$ cat config.mk
export PLATFORM = sky130hd
export DESIGN_NAME = shift_register_8bit
export DESIGN_NICKNAME = d
export VERILOG_FILES = /design/src/rtl/shift_register_pkg.sv /design/src/rtl/shift_bit_counter.sv /design/src/rtl/shift_register_8bit.sv
export SDC_FILE = /design/constraint.sdc
export NUM_CORES = 1
export LEC_CHECK = 0
export ABC_AREA = 1
export CAP_MARGIN = 20
export CORE_MARGIN = 1.5
export CORE_UTILIZATION = 26
export DETAILED_ROUTE_END_ITERATION = 6
export SLEW_MARGIN = 25
export SYNTH_ARGS = -nofsm -noshare
export SYNTH_HDL_FRONTEND = slang
export SYNTH_SLANG_ARGS = --single-unit
export TNS_END_PERCENT = 20
$ cat constraint.sdc
create_clock -name clk -period 1.3 [get_ports clk]
set_input_delay 0.325 -clock clk [delete_from_list [all_inputs] [get_ports clk]]
set_output_delay 0.325 -clock clk [all_outputs]
set_load 0.005 [all_outputs]
$ cat src/rtl/shift_register_pkg.sv
// Shared constants for the serial shift register and its bit counter.
package shift_register_pkg;

    localparam int DEFAULT_WIDTH = 8;

    // Counter must represent 0..width inclusive.
    function automatic int cnt_width(input int width);
        return $clog2(width + 1);
    endfunction

endpackage

$ cat src/rtl/shift_bit_counter.sv
// Remaining-bit down-counter: loads WIDTH, decrements per shift, flags zero.
// Latency: count updates one edge after load/shift; zero is combinational from the count.
module shift_bit_counter
    import shift_register_pkg::*;
#(
    parameter int WIDTH = DEFAULT_WIDTH,
    parameter int CNT_W = cnt_width(WIDTH)
) (
    input  logic             clk,
    input  logic             rst,
    input  logic             load,
    input  logic             shift,
    output logic [CNT_W-1:0] cnt,
    output logic             zero
);

    always_ff @(posedge clk) begin
        if (rst) begin
            cnt <= '0;
        end else if (load) begin
            cnt <= CNT_W'(WIDTH);
        end else if (shift && !zero) begin
            cnt <= cnt - CNT_W'(1);
        end
    end

    assign zero = (cnt == '0);

endmodule

$ cat src/rtl/shift_register_8bit.sv
// Parallel-load, LSB-first serial shift register; serial out is reg_data[0] with no extra stage.
// Optional SHIFT_REG_LOAD_GUARD_EN ignores loads while loaded bits remain.
module shift_register_8bit
    import shift_register_pkg::*;
#(
    parameter int WIDTH = DEFAULT_WIDTH
) (
    input  logic             clk,
    input  logic             rst,
    input  logic             load_i,
    input  logic             enable_i,
    input  logic [WIDTH-1:0] data_i,
    output logic             shift_register_out,
    output logic             busy_o
);

    localparam int CNT_W = cnt_width(WIDTH);

    if (WIDTH < 2) begin : g_width_check
        $error("shift_register_8bit: WIDTH must be at least 2");
    end

    logic [WIDTH-1:0] reg_data;
    logic [CNT_W-1:0] cnt;
    logic             cnt_zero;
    logic             load_acc;
    logic             shift_en;

`ifdef SHIFT_REG_LOAD_GUARD_EN
    // A load while bits are still pending is dropped so the current word finishes.
    assign load_acc = load_i && cnt_zero;
`else
    assign load_acc = load_i;
`endif

    assign shift_en = enable_i && !load_acc && !cnt_zero;

    shift_bit_counter #(
        .WIDTH (WIDTH),
        .CNT_W (CNT_W)
    ) u_cnt (
        .clk   (clk),
        .rst   (rst),
        .load  (load_acc),
        .shift (shift_en),
        .cnt   (cnt),
        .zero  (cnt_zero)
    );

    always_ff @(posedge clk) begin
        if (rst) begin
            reg_data <= '0;
        end else if (load_acc) begin
            reg_data <= data_i;
        end else if (shift_en) begin
            reg_data <= {1'b0, reg_data[WIDTH-1:1]};
        end
    end

    assign shift_register_out = reg_data[0];
    assign busy_o             = !cnt_zero;

endmodule

* Word-level counts from Yosys, hierarchy flattened
Index checks and enable logic that the tools add are counted.
W data, S select, Z words.
** Cells by class
- $add $sub $neg :: 1
- Mux-type cells :: 4
- Reductions and logical operators :: 9
** Operators with widths (number)
- $mux W8 :: 2
- $mux W4 :: 2
- $logic_not A4 Y1 :: 1
- $reduce_bool A2 Y1 :: 2
- $sub A4 B1 Y4 const B :: 1
- $logic_and A1 B1 Y1 :: 3
- $logic_not A1 Y1 :: 2
- $reduce_or A2 Y1 :: 1
** Storage, ports and cells
- Bits in registers :: 12
- Input port bits :: 12
- Output and inout port bits :: 2

* Longest topological paths before layout
Gate-level depths: netlist (run 1).
- Depth in word-level cells :: 6
- Mapped depth :: 8
- Mapped depth without buffers :: 7

* Modules after synthesis
From an unflattened synthesis (run 1), not the netlist that was laid out.
** Unflattened totals
- Cell total of the unflattened synthesis :: 95
- Area, all modules :: 649.4 sq um
** By module, submodules not included
- shift_register_8bit :: instances 1, cells an instance 61, area each 427.9 sq um
- shift_bit_counter :: instances 1, cells an instance 34, area each 221.5 sq um

* Worst setup path before layout (run 1)
OpenSTA, ideal clock, no wires.
- Path kind :: reg-to-reg
- Start point :: reg u_cnt.cnt[0]
- End point :: reg u_cnt.cnt[2]
- Setup time :: 0.113 ns
- Arrival :: 1.176 ns
- Data required time :: 1.187 ns
- Setup slack :: 0.012 ns
- Cell stages (with the launch flop) :: 8
- Buffers on the path :: 1
- Cells stage by stage :: dfxtp_1 -> inv_1 -> ha_1 -> a21oi_4 -> buf_6 -> nand3_1 -> nand2_1 -> a21oi_2
** On the way
- Longest elaborated chain between the ends :: 4
- Elaborated cells between the ends (all ways) :: 5
- Those cells by class :: add/sub (1); reduce/logical (4)
** Ends and longest elaborated chain
- start: declaration :: RTL line shift_bit_counter.sv:13 : output logic [CNT_W-1:0] cnt,
- start signal: assignment :: RTL line shift_bit_counter.sv:21 : cnt <= CNT_W'(WIDTH);
- start signal: assignment :: RTL line shift_bit_counter.sv:23 : cnt <= cnt - CNT_W'(1);
- branches (longest 4 deep; another with $sub A4 B1 Y4)
Several ways; the timed one is not identified.
A chain may end at the register's enable or synchronous reset.

* Worst setup path in the final report (run 1)
- Start point :: reg u_cnt.cnt[3]
- End point :: out busy_o
** On the way
- Longest elaborated chain between the ends :: 2
** Ends and longest elaborated chain
- $logic_not A4 Y1 :: RTL line shift_bit_counter.sv:27 : assign zero = (cnt == '0);
- $logic_not A1 Y1 :: RTL line shift_register_8bit.sv:61 : assign busy_o = !cnt_zero;
- end: declaration :: RTL line shift_register_8bit.sv:14 : output logic busy_o
Every way passes these cells.

==> summary.txt, run 1 <==
Power and ir drop
  – Total Power: 0.8131 mW
  – Cell Pwr Density: 844.0 nW/um^2
  – Pleak: 0.3985 nW
  – VDD IR-drop max: 0.5291 mV

Clocking
  – Hold-fix buffers, CTS: 0
  – Num CTS Buffers: 3
  – CTS tree: yes
  – H-tree Lvls: 1
  – Clock latency on the worst-skew pair: 0.27 ns
  – Post-CTS Setup Bufs: 0
  – CTS Sinks: 12
  – Clk root buf: clkbuf_4
  – Reg clk slew, reported paths: 0.08 ns
  – Maximum clock path buffer count: 2

Floorplan
  – Die H: 52.69 um
  – Die width: 52.69 um
  – Io pins: 14
  – Cell Rows: 17
  – Die footprint: 2776 sq um
  – Area of the core: 2276 sq um
  – Initial core utilization: 28.20%

Critical path
  – CP arrival: 0.98 ns
  – Critical path class: reg2out
  – CP Data Required Time: 0.98 ns
  – Peak fanout along the critical path: 2
  – Critical Path Sink Type: output port
  – R2R depth: 7
  – Stages on the worst setup path: 3
  – Worst Setup Start Kind: flop
  – Slowest library cell on the worst path: dfxtp_1
  – Crit path buf inv count: 1
  – CP delay by family, top: flip-flops
  – Critical Path, Cell by Cell: nor2_2 -> nand2_2 -> buf_2
  – Crit path largest cell delay: 0.33 ns

Min path
  – Worst hold stages: 2
  – Worst hold-check path type: reg2reg

Global routing
  – Largest net degree at the start of global routing: 11
  – Initial antenna violation count: 0
  – Vias in the first global route: 567
  – Grt total ovfl: 0
  – Global-route wire length before repair: 2.401 mm
  – Total global-route track usage: 12.10%

Final layout
  – Fin area: 963.4 sq um
  – Register area: 242.7 sq um
  – Fill cells: 227
  – Fin nets: 121
  – Finished Layout Cells: 133
  – Multi-input gate area: 376.6 sq um
  – Area delta synth->final: 50.10%
  – Inserted Diodes: 0
  – Share of layout cells above drive strength 1: 39.05%

Detailed routing
  – Avg Vias per Cell: 4.624
  – DRT iter0 DRCs: 6
  – # DRC: 0
  – Wirelength per Cell: 11.04 um
  – First drt pass iteration count: 4
  – Final ANT Viol Nets: 0
  – Final WL: 1.468 mm
  – DR vias: 615

Timing
  – Endpoints failing setup: 1
  – Final period util: 100.4%
  – RSZ-0062 raised after global routing: yes
  – Max Clk Rate: 766.1 MHz
  – Setup Skew: 0.005952 ns
  – Worst Setup Slack, final: -0.005313 ns
  – Final Hold Violating Endpoints: 0
  – Final setup TNS: -0.005313 ns
  – Hold slack: 0.4844 ns
  – Slew @ Worst Pin: 0.2277 ns
  – Relative slew margins: 84.80%
  – Min Tclk post-route: 1.305 ns
  – Max-slew violations: 0

Place
  – Routability cong.: 0.6898
  – DP Cell Count: 130
  – Area after DPL: 900.9 sq um
  – Post-DP HPWL: 1.042 mm
  – Number of buffer cells added on primary ports: 13

Status
  – Outcome: complete, but fails checks
  – Failing checks: setup timing

Run
  – Max Cap Viol: 0

Yosys
  – Seq/Total Area, Yosys: 37.43%
  – Mapped cell area: 641.9 sq um
  – Distinct cells, synth: 23
  – Synth warn: 0
  – Seq cells post-synth: 12
  – Syn_area_per_cell: 8.229 sq um
  – Post-Syn Nets: 92
  – Mapped Cells: 78
[through the flow]
step | worst slack, ns | utilization [%]
after detailed placement | -0.2557 | 39.58
final | -0.005313 | 42.33
after floorplan | 0.01157 | -
after global routing | -0.06280 | 42.33
after CTS | -0.01189 | 41.07
after global placement | -0.2437 | 39.58
[worst reg2reg max path, cell delays in order, from the launching register on]
cell      delay (ns)
dfxtp_2         0.34
inv_2           0.05
ha_4            0.15
buf_4           0.13
a21oi_4         0.16
buf_12          0.15
a21boi_0        0.08
a21oi_1         0.13
[flip-flops by register name, indices dropped and copies added (netlist names)]
signal,count
u_cnt.cnt,4
reg_data,8
[cell type report]
| class | instances | share of cell area, % |
|---|---|---|
| multi-input combinational | 55 | 39.09 |
| timing repair buffer | 28 | 26.49 |
| sequential | 12 | 25.19 |
| tap | 28 | 3.636 |
| inverter | 7 | 3.247 |
| clock buffer | 3 | 2.338 |
[logic make-up after synthesis]
group	share of synthesized area, %
buffers and inverters	9.745
AND/OR/NAND/NOR	24.56
flip-flops	37.43
adder cells (fa/ha/maj)	3.898
AO/OA/AOI/OAI	24.37
[synthesized netlist by cell type]
| cell | instances | share of area (%) |
|---|---|---|
| dfxtp_1 | 12 | 37 |
| nand2_1 | 12 | 7.0 |
| nand3_1 | 11 | 8.6 |
| a21oi_1 | 9 | 7.0 |
| inv_1 | 6 | 3.5 |
| a21boi_0 | 4 | 4.7 |
| a21boi_2 | 3 | 5.3 |
| nor2_1 | 3 | 1.8 |
| buf_6 | 2 | 3.5 |
| ha_1 | 2 | 3.9 |
| o21ai_2 | 2 | 2.7 |
| a21oi_2 | 1 | 1.4 |
| a21oi_4 | 1 | 2.5 |
| buf_1 | 1 | 0.58 |
| buf_2 | 1 | 0.78 |
| clkinv_4 | 1 | 1.4 |
| nand2_2 | 1 | 0.98 |
| nand2_4 | 1 | 1.8 |
| nand3_2 | 1 | 1.6 |
| nand3b_1 | 1 | 1.2 |
| nor2_2 | 1 | 0.98 |
| nor3_1 | 1 | 0.78 |
| o21ai_0 | 1 | 0.78 |
[per-layer routing]
layer | wire length, um | global-route usage, % | share of wire, %
met3 | 70 | 6.000 | 4.8
met2 | 697 | 18.54 | 47
met5 | 0 | 0 | 0
met1 | 700 | 15.17 | 48
met4 | 0 | 2.564 | 0
[worst paths after layout]
path	from	to	slack (ns)
hold reg to reg	reg_data[2]	reg_data[2]	0.48
setup / recovery	u_cnt.cnt[3]	busy_o	-0.005
hold / removal	reg_data[2]	reg_data[2]	0.48
setup reg to reg	u_cnt.cnt[1]	reg_data[6]	0.03
[cell usage in the layout (no fill, tap or decap)]
cell | Yosys | routed
a21boi_0 | 4 | 4
dlygate4sd2_1 | 0 | 1
nor3_1 | 1 | 1
ha_1 | 2 | 1
nand2_1 | 12 | 10
nand2_2 | 1 | 3
clkinv_4 | 1 | 1
a21oi_2 | 1 | 1
buf_12 | 0 | 1
nor2_1 | 3 | 2
clkdlybuf4s50_1 | 0 | 10
o21ai_2 | 2 | 2
ha_4 | 0 | 1
nand2_4 | 1 | 1
dfxtp_1 | 12 | 10
buf_2 | 1 | 1
nand3_4 | 0 | 1
clkbuf_4 | 0 | 3
nand3_2 | 1 | 2
a21oi_4 | 1 | 1
nand3b_1 | 1 | 1
buf_6 | 2 | 1
buf_4 | 0 | 13
dlymetal6s2s_1 | 0 | 1
inv_2 | 0 | 2
inv_1 | 6 | 4
a21boi_2 | 3 | 3
nand3_1 | 11 | 9
nor2_2 | 1 | 2
o21ai_0 | 1 | 1
dfxtp_2 | 0 | 2
a21oi_1 | 9 | 9
[where the power goes]
part           internal [mW]  switching [mW]  total, mW
registers              0.388          0.0111      0.399
clock network          0.107           0.123      0.230
logic                  0.102          0.0827      0.185
[what timing repair did]
action                     CTS  global route
setup endpoints to repair   10            12
gates resized for setup     12             7
pin swaps                    2             2
Power figures use the tool's default switching activity.
==> inputs of run 2 (changes only) <==
--- a/config.mk
+++ b/config.mk
@@ -8,8 +8,9 @@
 export ABC_AREA = 1
 export CAP_MARGIN = 20
 export CORE_MARGIN = 1.5
-export CORE_UTILIZATION = 26
+export CORE_UTILIZATION = 43
 export DETAILED_ROUTE_END_ITERATION = 6
+export PLACE_DENSITY = 0.72
 export SLEW_MARGIN = 25
 export SYNTH_ARGS = -nofsm -noshare
 export SYNTH_HDL_FRONTEND = slang
==> summary.txt, run 2 (same netlist as run 1, synthesis figures left out) <==
Status
  – Outcome: complete, but fails checks
  – Failing checks: setup timing

Critical path
  – Reg2reg start: u_cnt.cnt[0]
  – Critical path class: reg2out
  – Crit path buf inv count: 2
  – Crit path largest cell delay: 0.32 ns
  – CP arrival: 0.99 ns
  – Slowest library cell on the worst path: dfxtp_2
  – Reg-to-reg endpoint: u_cnt.cnt[3]
  – Critical Path, Cell by Cell: inv_2 -> ha_4 -> nand2_2 -> buf_2
  – R2R depth: 9
  – Worst Setup Start Kind: flop
  – Peak fanout along the critical path: 2
  – Critical Path Sink Type: output port
  – Register-to-register setup slack: 0.02 ns
  – CP Data Required Time: 0.98 ns
  – CP delay by family, top: flip-flops
  – Setup crit start: u_cnt.cnt[0]

Final layout
  – Inserted Diodes: 0
  – Max reg flops: 8
  – Most frequent cells in the layout: 16 x buf_4, 11 x clkdlybuf4s50_1, 10 x nand2_1, 10 x nand3_1, 10 x dfxtp_1
  – Largest Register: reg_data
  – Fill cells: 109
  – Fin nets: 124
  – Most common cell after layout, fill and taps aside: buf_4
  – Biggest regs: reg_data x8, u_cnt.cnt x4
  – Share of layout cells above drive strength 1: 40.37%
  – Area delta synth->final: 55.36%

Place
  – Post-DP HPWL: 948.2 um
  – Routability cong.: 0.7043
  – Number of buffer cells added on primary ports: 13
  – Setup WS pre-CTS: -0.2518 ns

Floorplan
  – Area of the core: 1350 sq um
  – Die footprint: 1733 sq um
  – Io pins: 14
  – Cell Rows: 13
  – Initial core utilization: 47.54%
  – Die H: 41.64 um
  – Die width: 41.64 um

Power and ir drop
  – VDD IR-drop max: 0.5152 mV
  – Pleak: 0.4139 nW
  – Cell Pwr Density: 897.7 nW/um^2
  – Total Power: 0.8952 mW

Min path
  – Worst hold endpoint: reg_data[0]
  – Worst hold stages: 2
  – Hold Crit Start: reg_data[0]
  – Worst hold-check path type: reg2reg

Clocking
  – Maximum clock path buffer count: 2
  – Hold-fix buffers, CTS: 0
  – Reg clk slew, reported paths: 0.08 ns
  – CTS tree: yes
  – H-tree Lvls: 1
  – Num CTS Buffers: 3
  – Clock latency on the worst-skew pair: 0.28 ns
  – Clk root buf: clkbuf_4
  – CTS Sinks: 12

Detailed routing
  – DR vias: 612
  – DRT iter0 DRCs: 14
  – Final ANT Viol Nets: 0
  – Avg Vias per Cell: 4.935
  – Wirelength per Cell: 10.74 um
  – First drt pass iteration count: 4
  – Final WL: 1.332 mm
  – # DRC: 0

Global routing
  – Vias in the first global route: 544
  – Largest net degree at the start of global routing: 16
  – Grt total ovfl: 0
  – Global-route wire length before repair: 2.283 mm
  – Initial antenna violation count: 0
  – Total global-route track usage: 17.38%

Timing
  – Max-slew violations: 0
  – Relative slew margins: 86.31%
  – Endpoints failing setup: 1
  – Hold slack: 0.4804 ns
  – Min Tclk post-route: 1.312 ns
  – Slew @ Worst Pin: 0.2052 ns
  – Worst Setup Slack, final: -0.01212 ns
  – RSZ-0062 raised after global routing: yes
  – Final period util: 100.9%
  – Final Hold Violating Endpoints: 0
  – Max Clk Rate: 762.1 MHz
  – Final setup TNS: -0.01212 ns
  – Setup Skew: 0.006749 ns

Run
  – Max Cap Viol: 0
[run 2: through the flow]
step / cells / utilization (%) / area [sq um]
after floorplan: 78 / - / 641.9
after global placement: 118 / 66.08 / 892.1
after detailed placement: 118 / 66.08 / 892.1
after CTS: 122 / 68.58 / 925.9
after global routing: 124 / 73.86 / 997.2
final: 124 / 73.86 / 997.2
[run 2: layout make-up]
type	count	area, sq um	area share [%]
clock buffer	4	36.28	3.639
inverter	7	31.28	3.137
multi-input combinational	55	379.1	38.02
sequential	12	242.7	24.34
tap	15	18.77	1.882
timing repair buffer	31	289.0	28.98
[run 2: worst max-delay path by stage]
stage                     slack, ns  cells after the start           end
after global placement        -0.22                      8  u_cnt.cnt[3]
after detailed placement      -0.25                      6   reg_data[6]
after CTS                     -0.06                      4        busy_o
after floorplan                0.01                      7  u_cnt.cnt[2]
after global routing          -0.07                      4        busy_o
final                         -0.01                      4        busy_o
[run 2: report_power, final]
part	total, mW	internal, mW	switching (mW)
Combinational	0.190	0.108	0.0817
Sequential	0.398	0.387	0.0107
Clock	0.307	0.171	0.136
Total	0.895	0.667	0.229
[run 2: worst register-to-register path: cells and delay by family (launching register included)]
| family | cells | cell delay (ns) |
|---|---|---|
| buf+inv | 4 | 0.38 |
| flops | 1 | 0.33 |
| compound gates | 1 | 0.18 |
| simple gates | 3 | 0.18 |
| fa+ha+maj | 1 | 0.15 |
[run 2: metal layers]
metal / up-vias / wire length [um] / track usage (%)
met3: 2 / 62 / 3.913
met1: 270 / 692 / 23.78
met4: 0 / 19 / 9.677
met2: 14 / 558 / 25.00
met5: - / 0 / 0
li1: 326 / - / -
[run 2: what timing repair did]
| action | CTS | global route |
|---|---|---|
| pin swaps | 0 | 2 |
| gates resized for setup | 7 | 9 |
| cloned | 0 | 1 |
| endpoints found under the hold margin | 0 | 0 |
| buffers inserted | 0 | 1 |
| endpoints found under the setup margin | 8 | 12 |
